===== src/rtl/dram_hart_arbiter.sv =====
// Round-robin owner of the shared DRAM port: one hart holds the grant for a whole
// transaction sequence, and a burst limit hands the port on when others wait.
module dram_hart_arbiter #(
    parameter int NHARTS    = 2,
    parameter int BURST_MAX = 16
) (
    input  logic                 CLK,
    input  logic                 RST,
    input  logic                 w_init_done,
    input  logic [NHARTS-1:0]    w_h_req,
    input  logic [NHARTS-1:0]    w_h_le,
    input  logic [NHARTS-1:0]    w_h_we,
    input  logic [32*NHARTS-1:0] w_h_addr,
    input  logic [32*NHARTS-1:0] w_h_wdata,
    input  logic [3*NHARTS-1:0]  w_h_ctrl,
    output logic [NHARTS-1:0]    w_h_busy,
    output logic [31:0]          w_dram_odata_h,
    output logic [31:0]          w_grant,
    output logic                 w_grant_valid,
    output logic [31:0]          w_dram_addr,
    output logic [31:0]          w_dram_wdata,
    output logic [2:0]           w_dram_ctrl,
    output logic                 w_dram_le,
    output logic                 w_dram_we,
    input  logic                 w_dram_busy,
    input  logic [31:0]          w_dram_odata
);
    // state | meaning
    // IDLE  | no owner; pick next requester after r_last once DRAM is initialised
    // GRANT | r_grant owns the DRAM port until it releases or is rotated out
    localparam int GW = $clog2(NHARTS);
    localparam int CW = $clog2(BURST_MAX + 1);

    typedef enum logic {IDLE, GRANT} state_t;

    state_t        r_state;
    logic [GW-1:0] r_grant;
    logic [GW-1:0] r_last;
    logic [CW-1:0] r_cnt;
    logic          r_inflight;
    logic          r_issue_d;

    logic [GW-1:0] nxt;
    logic          found;
    int            idx;
    logic          g_le, g_we, g_req, other_req;
    logic          in_grant, issue, complete, release_g;

    always_comb begin
        nxt   = r_last;
        found = 1'b0;
        idx   = 0;
        for (int k = 1; k <= NHARTS; k++) begin
            idx = int'(r_last) + k;
            if (idx >= NHARTS) idx = idx - NHARTS;
            if (!found && w_h_req[idx[GW-1:0]]) begin
                found = 1'b1;
                nxt   = idx[GW-1:0];
            end
        end
    end

    always_comb begin
        g_le         = 1'b0;
        g_we         = 1'b0;
        g_req        = 1'b0;
        other_req    = 1'b0;
        w_dram_addr  = w_h_addr[31:0];
        w_dram_wdata = w_h_wdata[31:0];
        w_dram_ctrl  = w_h_ctrl[2:0];
        in_grant     = (r_state == GRANT);
        for (int i = 0; i < NHARTS; i++) begin
            if (r_grant == GW'(i)) begin
                g_le         = w_h_le[i];
                g_we         = w_h_we[i];
                g_req        = w_h_req[i];
                w_dram_addr  = w_h_addr[32*i +: 32];
                w_dram_wdata = w_h_wdata[32*i +: 32];
                w_dram_ctrl  = w_h_ctrl[3*i +: 3];
            end else if (w_h_req[i]) begin
                other_req = 1'b1;
            end
            w_h_busy[i] = (in_grant && r_grant == GW'(i)) ? w_dram_busy : 1'b1;
        end
        issue     = in_grant && (g_le || g_we);
        // r_issue_d masks a busy that only rises the cycle after the issue
        complete  = in_grant && r_inflight && !w_dram_busy && !r_issue_d && !issue;
        release_g = in_grant && !r_inflight && !issue &&
                    (!g_req || (r_cnt == CW'(BURST_MAX) && other_req));
    end

    assign w_dram_le      = in_grant && g_le;
    assign w_dram_we      = in_grant && g_we;
    assign w_grant        = 32'(r_grant);
    assign w_grant_valid  = in_grant;
    assign w_dram_odata_h = w_dram_odata;

    always_ff @(posedge CLK or posedge RST) begin
        if (RST) begin
            r_state    <= IDLE;
            r_grant    <= '0;
            r_last     <= GW'(NHARTS - 1);
            r_cnt      <= '0;
            r_inflight <= 1'b0;
            r_issue_d  <= 1'b0;
        end else begin
            case (r_state)
                IDLE: begin
                    r_issue_d <= 1'b0;
                    if (w_init_done && found) begin
                        r_grant <= nxt;
                        r_cnt   <= '0;
                        r_state <= GRANT;
                    end
                end
                GRANT: begin
                    r_issue_d <= issue;
                    if (issue) begin
                        r_inflight <= 1'b1;
                    end else if (complete) begin
                        r_inflight <= 1'b0;
                        if (r_cnt != CW'(BURST_MAX)) r_cnt <= r_cnt + CW'(1);
                    end
                    if (release_g) begin
                        r_last  <= r_grant;
                        r_state <= IDLE;
                    end
                end
                default: r_state <= IDLE;
            endcase
        end
    end
endmodule


===== config.mk =====
export PLATFORM = sky130hd
export DESIGN_NAME = dram_hart_arbiter
export DESIGN_NICKNAME = d
export VERILOG_FILES = /design/src/rtl/dram_hart_arbiter.sv
export SDC_FILE = /design/constraint.sdc
export NUM_CORES = 1
export LEC_CHECK = 0
export ABC_AREA = 0
export CAP_MARGIN = 20
export CELL_PAD_IN_SITES_DETAIL_PLACEMENT = 0
export CELL_PAD_IN_SITES_GLOBAL_PLACEMENT = 2
export CORE_MARGIN = 5
export CORE_UTILIZATION = 10
export DETAILED_ROUTE_END_ITERATION = 8
export PLACE_DENSITY = 0.89
export SYNTH_ARGS = -nofsm -noshare
export SYNTH_HDL_FRONTEND = slang
export SYNTH_SLANG_ARGS = --single-unit

===== constraint.sdc =====
create_clock -name CLK -period 2.4 [get_ports CLK]
set_clock_uncertainty 0.1 [all_clocks]
set_input_delay 0.24 -clock CLK [delete_from_list [all_inputs] [get_ports CLK]]
set_output_delay 0.24 -clock CLK [all_outputs]
set_load 0.01 [all_outputs]

==> metrics <==
Worst EP arrival=1.91 ns; largest net degree at the start of global routing=29; synth warn=0; Sw Pwr=0.8423 mW; Overall Power=~2.5 mW; DR pass1 iterations=4; pwr/cell area=roughly 600 mW/mm^2; Yosys reg bits=10; reg-to-reg slack, setup=between 0.5 and 0.6 ns; WS Path Type=flip-flop to output port; setup TNS=0 ns; FILL cells=2,054; Worst Path Max Fanout=26; sequential area share after synthesis=a little over an eighth; Die Area=around 0.022 sq mm; CTS tree=built; Worst Setup End Kind=output port; crit start category=flip-flop; critical path data required time=between 2 and 2.5 ns; Mapped Avg Cell Area=9.140 sq um; Synth top area share=39.31%; Post-CTS Repair Setup Buffers=0; leakage power=between 1.5 and 2 nW; core region area=between 0.015 and 0.02 sq mm; clk buf depth=2; Hold-fix buffers, CTS=0; first-pass GRT wire length=12,170 um; clock root buffer=clkbuf_16; post-synthesis mux area share=42.44%; Initial Utilization=roughly a tenth; Vias=2,147; DR WL/cell=13.65 um; Max-Cap Viols=0; cell with the most instances after synthesis=mux2_2; drt total wl=8887 um; largest family of logic cells by synthesized area=multiplexers; clk slew on worst S/H paths=0.04 ns; largest cells by area after synthesis=mux2_2 (39%), buf_4 (25%), dfrtp_1 (12%); Sw Ratio=33.81%; Setup-failing EPs final=0; synth cell count leaders=mux2_2 (67), buf_4 (64), dfrtp_1 (9); final net count=570; worst r2r src=r_grant$_DFFE_PP0P_; crit share post-route=93.62%; fmax=approximately 450 MHz; clk_lat worst skew=0.24 ns; Clock Sinks=10; Post-Synthesis Cells=210; synth unique cells=34; number of synthesized flops with an enable pin=0; DRT antenna net count=0; depth of the worst register-to-register path=4; DR iter-0 viols=15; Post-Synth XOR/XNOR Area=0%; power share of the clock group=12.0%; synthesized cell area=0.001919 sq mm; status=finished clean; total congestion overflow=0; Top FF cell, synth=dfrtp_1; vias in the first global route=between 2,000 and 2,500; r2r endpoint=w_grant_valid$_DFF_PP0_; HP Class=primary input to async pin; layout cell share with drive strength beyond 1=19.95%; Period minus WS final=2.247 ns; Final HPWL DP=7774 um; # IOs=between 300 and 400; Die Wd=roughly 150 um; Die Ht=about 150 um; Antenna diodes=0; DR vias/cell=3.298; Post-Synth Adder-Cell Area=1.304%; Final Wtd Congestion=0.6972; sequential power share=about 12%; CTS buffer count=3; port buffer count=216; P_int=1.649 mW; num rows=50; Synth area leader=mux2_2; post-CTS sizing=0; number of H-tree levels=1; Hold Fails Final Rpt=0; antenna violations before repair=0; synthesis-to-finish area growth=115.4%; logic gate share of total power=76.4%; Total Routing Usage GR=6.984%; unrepaired setup endpoints after global routing=no; Remaining DRCs=0; Compound-Gate Fraction of Synth Area=6.910%; async set-reset flop share out of synthesis=100.0%; peak supply drop=0.1834 mV; Final Max Tran Viols=0; post-synthesis simple-gate area fraction=7.497%
[worst max path at each step]
stage / from / to / slack (ns) / cells after the start
final: r_grant$_DFFE_PP0P_ / w_dram_addr[29] / 0.15 / 3
after global routing: r_grant$_DFFE_PP0P_ / w_dram_addr[5] / 0.09 / 3
after CTS: r_grant$_DFFE_PP0P_ / w_dram_addr[29] / 0.15 / 3
after detailed placement: r_grant$_DFFE_PP0P_ / w_dram_addr[2] / 0.40 / 3
after global placement: r_grant$_DFFE_PP0P_ / w_dram_addr[29] / 0.41 / 3
after floorplan: r_grant$_DFFE_PP0P_ / w_dram_addr[0] / 0.73 / 4
[stage by stage]
stage | worst slack (ns) | std cells | hold WS (ns) | utilization (%) | cell area, sq um
floorplan | 0.7337 | 240 | -0.02054 | - | 2032
global placement | 0.4061 | 647 | 0.3801 | 21.54 | 4056
detailed placement | 0.3999 | 647 | 0.3801 | 21.54 | 4056
CTS | 0.1453 | 651 | 0.2539 | 21.96 | 4135
global route | 0.09095 | 651 | 0.2908 | 21.96 | 4135
finish | 0.1530 | 651 | 0.2172 | 21.96 | 4135
[registers in the layout (all words and copies together), names as in the netlist]
register       count
w_grant_valid      1
r_inflight         1
r_last             1
r_cnt              5
r_grant            1
r_issue_d          1
[power by group through the flow]
stage / registers (mW) / clock network, mW / logic [mW]
after floorplan: 0.239 / 0 / 1.05
after global placement: 0.291 / 0 / 1.93
after detailed placement: 0.294 / 0 / 1.93
after CTS: 0.291 / 0.307 / 1.94
after global routing: 0.300 / 0.316 / 2.03
final: 0.289 / 0.299 / 1.90
[kinds of logic after synthesis]
kind of cell / Yosys count
buffers and inverters: 79
multiplexers: 73
AND/OR/NAND/NOR: 25
AO/OA/AOI/OAI: 20
flip-flops: 10
adder cells (fa/ha/maj): 2
other: 1
[cell type report]
cell class	instances	area (sq um)	area share, %
multi-input combinational	151	1232	29.80
inverter	5	18.77	0.4539
sequential	10	255.2	6.172
tap	260	325.3	7.867
clock buffer	4	78.83	1.906
timing repair buffer	221	2225	53.80
[placed cells by master, fill, tap and decap left out, types with 2 or more instances in the layout]
master           count
ha_1                 2
clkdlybuf4s50_1    216
a31oi_1              2
inv_1                5
nand2_1              8
o21ai_0              6
a211o_1              2
a21o_1               2
clkbuf_16            3
nand3_1              4
nand3b_1             2
mux2_2              67
and3_1               2
mux2i_1              6
dfrtp_1              8
or3_1                2
conb_1              31
buf_4                3
nor2_1               2
buf_12               2
[critical path: stages, from the launching register on]
cell and delay [ns]:
dfrtp_4 0.56, buf_12 0.22, mux2_2 0.35, clkdlybuf4s50_1 0.51
[routing by layer]
layer  wire length, um  global-route usage, %
met5                 0                      0
met4               219                  2.587
met3              1228                  2.681
met2              4603                  13.64
met1              2836                  6.513
Note: power is estimated with default switching activity, not from simulation.
